[config.mk]
export PLATFORM = sky130hd
export DESIGN_NAME = serial2parallel
export DESIGN_NICKNAME = d
export VERILOG_FILES = /design/src/rtl/serial2parallel.sv
export SDC_FILE = /design/constraint.sdc
export NUM_CORES = 1
export LEC_CHECK = 0
export ABC_AREA = 1
export CORE_MARGIN = 5
export CORE_UTILIZATION = 35
export DETAILED_ROUTE_END_ITERATION = 7
export GPL_ROUTABILITY_DRIVEN = 0
export HOLD_SLACK_MARGIN = 0.02
export PLACE_DENSITY = 0.68
export SETUP_SLACK_MARGIN = 0.02
export SYNTH_ARGS = -nofsm -noshare
export SYNTH_HDL_FRONTEND = slang
export SYNTH_SLANG_ARGS = --single-unit
[constraint.sdc]
create_clock -name clk -period 1.45 [get_ports clk]
set_input_delay 0.2175 -clock clk [delete_from_list [all_inputs] [get_ports clk]]
set_output_delay 0.2175 -clock clk [all_outputs]
set_load 0.03 [all_outputs]
[src/rtl/serial2parallel.sv]
// Deserialiser for the LSB-first framed serial stream (start/data/end strobes).
// Emits each good frame as a WIDTH-bit word with a one-cycle valid; malformed frames pulse frame_err.
module serial2parallel #(
  parameter int WIDTH = 8
) (
  input  logic             clk,
  input  logic             rst_n,
  input  logic             serial_start,
  input  logic             serial_in,
  input  logic             serial_end,
  output logic [WIDTH-1:0] parallel_out,
  output logic             parallel_valid,
  output logic             frame_err
);

  localparam int CW = (WIDTH > 2) ? $clog2(WIDTH) : 1;
  localparam logic [CW-1:0] LAST = CW'(WIDTH - 1);
  localparam logic [CW-1:0] ONE  = CW'(1);

  typedef enum logic {IDLE, RECV} state_t;

  state_t           state_q, state_d;
  logic [CW-1:0]    cnt_q, cnt_d;
  logic [WIDTH-2:0] shreg_q, shreg_d;
  logic [WIDTH-1:0] pout_q, pout_d;
  logic             valid_q, valid_d;
  logic             err_q, err_d;

  always_ff @(posedge clk or negedge rst_n) begin
    if (!rst_n) begin
      state_q <= IDLE;
      cnt_q   <= '0;
      shreg_q <= '0;
      pout_q  <= '0;
      valid_q <= 1'b0;
      err_q   <= 1'b0;
    end else begin
      state_q <= state_d;
      cnt_q   <= cnt_d;
      shreg_q <= shreg_d;
      pout_q  <= pout_d;
      valid_q <= valid_d;
      err_q   <= err_d;
    end
  end

  always_comb begin
    state_d = state_q;
    cnt_d   = cnt_q;
    shreg_d = shreg_q;
    pout_d  = pout_q;
    valid_d = 1'b0;
    err_d   = 1'b0;
    case (state_q)
      IDLE: begin
        if (serial_start) begin
          shreg_d[0] = serial_in;
          cnt_d      = ONE;
          state_d    = RECV;
        end else if (serial_end) begin
          err_d = 1'b1;
        end
      end
      RECV: begin
        // A restart aborts the current frame but its first bit is kept.
        if (serial_start) begin
          err_d      = 1'b1;
          shreg_d[0] = serial_in;
          cnt_d      = ONE;
        end else if (cnt_q == LAST) begin
          state_d = IDLE;
          cnt_d   = '0;
          if (serial_end) begin
            pout_d  = {serial_in, shreg_q};
            valid_d = 1'b1;
          end else begin
            err_d = 1'b1;
          end
        end else if (serial_end) begin
          err_d   = 1'b1;
          state_d = IDLE;
          cnt_d   = '0;
        end else begin
          shreg_d[cnt_q] = serial_in;
          cnt_d          = cnt_q + ONE;
        end
      end
      default: begin
        state_d = IDLE;
        cnt_d   = '0;
      end
    endcase
  end

  assign parallel_out   = pout_q;
  assign parallel_valid = valid_q;
  assign frame_err      = err_q;

endmodule

Yosys cells after proc, flatten, opt, wreduce, memory -nomap -nowiden
Cells that the tools add are included.
{"block": "classes", "n_addsub": 1, "n_mul": 0, "n_div": 0, "order_cmp": 2, "eq_ne": 4, "shifts": 0, "muxes": 26, "bitwise": 4, "reduce_logical": 4}
{"operator": "two-way mux 1 bit", "n": 16}
{"operator": "two-way mux 3 bit", "n": 4}
{"operator": "AND reduction 4 bit", "n": 2}
{"operator": "bitwise mux 7 bit", "n": 1}
{"operator": "inequality test 3 bit (second input constant)", "n": 2}
{"operator": "one-hot mux 1 bit (2 select lines)", "n": 3}
{"operator": "one-hot mux 3 bit (2 select lines)", "n": 1}
{"operator": "less-than comparator 3 x 4 -> 1 bit (second input constant)", "n": 1}
{"operator": "NOT 1 bit", "n": 4}
{"operator": "adder 3 x 1 -> 3 bit (second input constant)", "n": 1}
{"operator": "demux 1 bit (select 3 bit)", "n": 1}
{"operator": "== test 3 bit (second input constant)", "n": 1}
{"operator": ">= comparator 3 x 1 -> 1 bit (second input constant)", "n": 1}
{"operator": "AND reduction 3 bit", "n": 1}
{"operator": "inequality test 2 bit (second input constant)", "n": 1}
{"operator": "logical AND 1 bit", "n": 1}
{"block": "word_totals", "register_bits": 21, "latch_bits": 0, "ramBits": 0, "mem_bits_ro": 0, "in_bits": 5, "memories": 0}

Longest topological paths before layout
{"block": "depth", "word_depth": 9, "ltp_mapped": 9, "mapped_depth_nobuf": 9}

Worst setup path after synthesis
OpenSTA, ideal clock, no wires.
{"block": "synth_path", "kind": "reg2reg", "from": "reg cnt_q[0]", "to": "reg shreg_q[1]", "setup_ns": 0.127, "arrival_ns": 1.409, "required_ns": 1.323, "slack_ns": -0.086, "stages_incl_launch_ff": 10, "path_buffers": 0, "period_less_slack_ns": 1.536, "path_cell_list": "dfrtp_1 ha_1 ha_1 inv_1 ha_1 inv_1 nor2_4 nand3_1 nand2_1 o21ai_1"}
{"block": "synth_between", "elab_chain_cells": 5, "word_cells_on_any_way": 9, "cone_classes": "2 x order compare; 1 x eq/ne; 3 x mux; 1 x bitwise; 2 x reduce/logical"}
{"element": "from (decl)", "line_no": "23", "source": "logic [CW-1:0] cnt_q, cnt_d;"}
{"element": "from (signal assigned)", "line_no": "39", "source": "cnt_q <= cnt_d;"}
{"element": "less-than comparator 3 x 4 -> 1 bit (not written as such) or >= comparator 3 x 1 -> 1 bit (tied branches)", "line_no": "84", "source": "shreg_d[cnt_q] = serial_in;"}
{"element": "logical AND 1 bit (not written as such)", "line_no": "84"}
{"element": "two-way mux 1 bit (not written as such)", "line_no": "84"}
{"element": "demux 1 bit (select 3 bit)", "line_no": "84"}
{"element": "bitwise mux 7 bit", "line_no": "84"}
{"element": "to (signal assigned)", "line_no": "40", "source": "shreg_q <= shreg_d;"}
{"element": "to (decl)", "line_no": "24", "source": "logic [WIDTH-2:0] shreg_q, shreg_d;"}
Parallel ways exist; a longest one is shown, timed or not.
A chain may end at the register's enable or synchronous reset.

Final worst setup path
Ends and elaborated chain as after synthesis.

==> metrics.txt <==
drt wl/cell=11.19 um; crit-path max cell delay=0.44 ns; multiplexer share of the synthesized area=0; Placed Cells=155; DIE AREA=0.003885 sq mm; Max clock buf depth=2; 1st-iter DRT viols=24; most used cell, CP=ha_4; Post-synth EDFFs=0; Total Nets Final=138; max cap viols=0; CP Cell Sequence=ha_4, ha_4, inv_2, ha_4, inv_2, nor2_4, nand3_2, nand2_1, o21ai_1; CTS tree=done; hold crit path type=input pin to asynchronous set/reset pin; Fin. Hold Viols=0; global-route wire length before repair=3187 um; status=complete, but fails checks; CP max FO=6; setup TNS=-0.1770 ns; post-synth top area share=0.5483; fin worst setup slack=-0.03440 ns; Max H-tree Level=1; Pwr Density=873.8 mW/mm^2; row count=19; largest area contributor in the netlist=dfrtp_1; P_sw=0.2958 mW; n_diodes=0; final worst-path cycle share=1.024; Synth Area in Compound Gates=0.08094; largest net degree at the start of global routing=22; clk_skew=0.003237 ns; Area Overhead vs Synth=30.81%; GR Util All Layers=0.1010; combinational fraction of design power=0.151; Synth Instances=105; CTS clk-pin slew, worst paths=0.11 ns; # Post-CTS Setup Buffers=0; max-slew violation count=0; clk_lat worst skew=0.30 ns; Relative slew margins=0.7983; # hold bufs at CTS=0; Final HPWL DP=1436 um; Filler cells=279; initial antenna violation count=0; most frequent cell after synthesis=nand2_1; clock root buffer=clkbuf_4; Avg Inst Size Synth=9.128 sq um; share of cells above drive strength 1=0.2422; WS Path Type=flip-flop to flip-flop; crit end category=flip-flop; chip height=62.33 um; worst path required time=1.64 ns; sequential share of power=0.593; global route overflow=0; crit path DAT=1.68 ns; Pre-Repair DR Iteration Count=4; clk sink count=21; slowest CP cell=dfrtp_2; Synth async-reset ratio=1.000; leakage power=0.6407 nW; Routed WL=1780 um; violated checks=negative setup slack; syn_nets=114; Antenna Violating Nets Remaining=0; post-synth design cell area=958.4 sq um; PnR Total Power=1.095 mW; fin crit period=1.484 ns; Clk network pwr share=0.256; largest cells by area after synthesis=dfrtp_1 55%, nand2_1 11%, ha_1 5.2%; largest family of logic cells by synthesized area=simple AND/OR/NAND/NOR gates; Ys Warns=0; Final setup viols=6; Post-Synth Simple-Gate Area=0.2533; P_int=0.7997 mW; vias in the first global route=728; # DRC=0; cts bufs inserted=3; worst ir drop on vdd=598.2 uV; PortBufs=14; switching share of power=0.2700; total number of vias=732; xor-xnor portion of the synthesized cell area=0; routed vias/inst=4.604; Final Instance Count excl. Fillers=159; Synth Area in Adders=0.05222; most common flop cell mapped by yosys=dfrtp_1; RSZ-0062 raised after global routing=yes; Slew @ Worst Pin=0.3038 ns; top post-synthesis cells by count=28 x nand2_1, 21 x dfrtp_1, 10 x inv_1, 10 x nand3_1, 8 x nor2_1; post-synthesis sequential area ratio=0.5483; Yosys cell types=18; Ports=15; pre-CTS setup slack=-0.04038 ns; fmax=673.7 MHz; Placeable Area=0.002686 sq mm; initial core utilization=0.3568; Die Width=62.33 um; #FFs+latches synth=21; CP Launch Type=flip-flop
[stage by stage]
step	hold WS, ns	area [sq um]	utilization
6_report	0.2408	1254	0.4667
3_5_place_dp	0.4708	1240	0.4616
5_1_grt	0.2535	1254	0.4667
4_1_cts	0.2541	1254	0.4667
3_3_place_gp	0.4577	1240	0.4616
2_1_floorplan	-0.07809	1027	-
[flip-flops by register name (all words and copies together), names as in the netlist]
name            flops
parallel_out        8
cnt_q               3
shreg_q             7
frame_err           1
state_q             1
parallel_valid      1
[per-layer routing]
layer,up-vias,routed length (um),share of wire,track usage
met4,0,23,0.013,0.03714
li1,382,-,-,-
met3,2,57,0.032,0.02523
met5,-,0,0,0
met2,11,914,0.51,0.1697
met1,337,785,0.44,0.1241
[final timing paths]
| kind | cells past startpoint | end | start | slack (ns) |
|---|---|---|---|---|
| max in group asynchronous | 2 | cnt_q[0] | rst_n | 0.98 |
| max reg2reg | 9 | shreg_q[1] | cnt_q[0] | -0.03 |
| min reg2reg | 2 | parallel_out[2] | parallel_out[2] | 0.49 |
| min | 2 | frame_err | rst_n | 0.24 |
| min in group clk | 2 | parallel_out[2] | parallel_out[2] | 0.49 |
| max | 9 | shreg_q[1] | cnt_q[0] | -0.03 |
[kinds of logic (layout without fill, tap and decap cells)]
family          after synthesis  count (layout)
simple gates                 52              52
flops                        21              21
compound gates               14              14
buf+inv                      14              37
fa+ha+maj                     4               4
[area by class of cell]
type | instances | area [sq um] | share of cell area
inverter | 13 | 51.30 | 0.04092
multi-input combinational | 70 | 437.9 | 0.3493
tap | 31 | 38.79 | 0.03094
timing repair buffer | 20 | 172.7 | 0.1377
clock buffer | 4 | 26.28 | 0.02096
sequential | 21 | 526.8 | 0.4202
[cells in the final DEF, fill, tap and decap left out, drive strengths merged]
master          n
nor3            1
inv            13
dlygate4sd2    10
clkbuf          4
nor2            9
a21oi           1
nand2          31
clkdlybuf4s50   4
ha              4
buf             6
nand3          11
o21ai          13
dfrtp          21
[power groups by stage]
| stage | sequential [mW] | combinational [mW] | clock (mW) |
|---|---|---|---|
| after floorplan | 0.672 | 0.0856 | 0 |
| after global placement | 0.660 | 0.164 | 0 |
| after detailed placement | 0.662 | 0.171 | 0 |
| after CTS | 0.650 | 0.168 | 0.288 |
| after global routing | 0.655 | 0.187 | 0.325 |
| final | 0.650 | 0.165 | 0.280 |
[critical path: cells and delay by family (launching register included)]
family / cells / cell delay, ns
compound gates: 1 / 0.06
fa+ha+maj: 3 / 0.43
simple gates: 3 / 0.35
flops: 1 / 0.44
buf+inv: 2 / 0.09
[timing repair]
item                                    CTS  global route
resized for setup                        10             0
endpoints found under the setup margin   16             7
pin swaps                                 1             1
(Power assumes the default switching activity.)
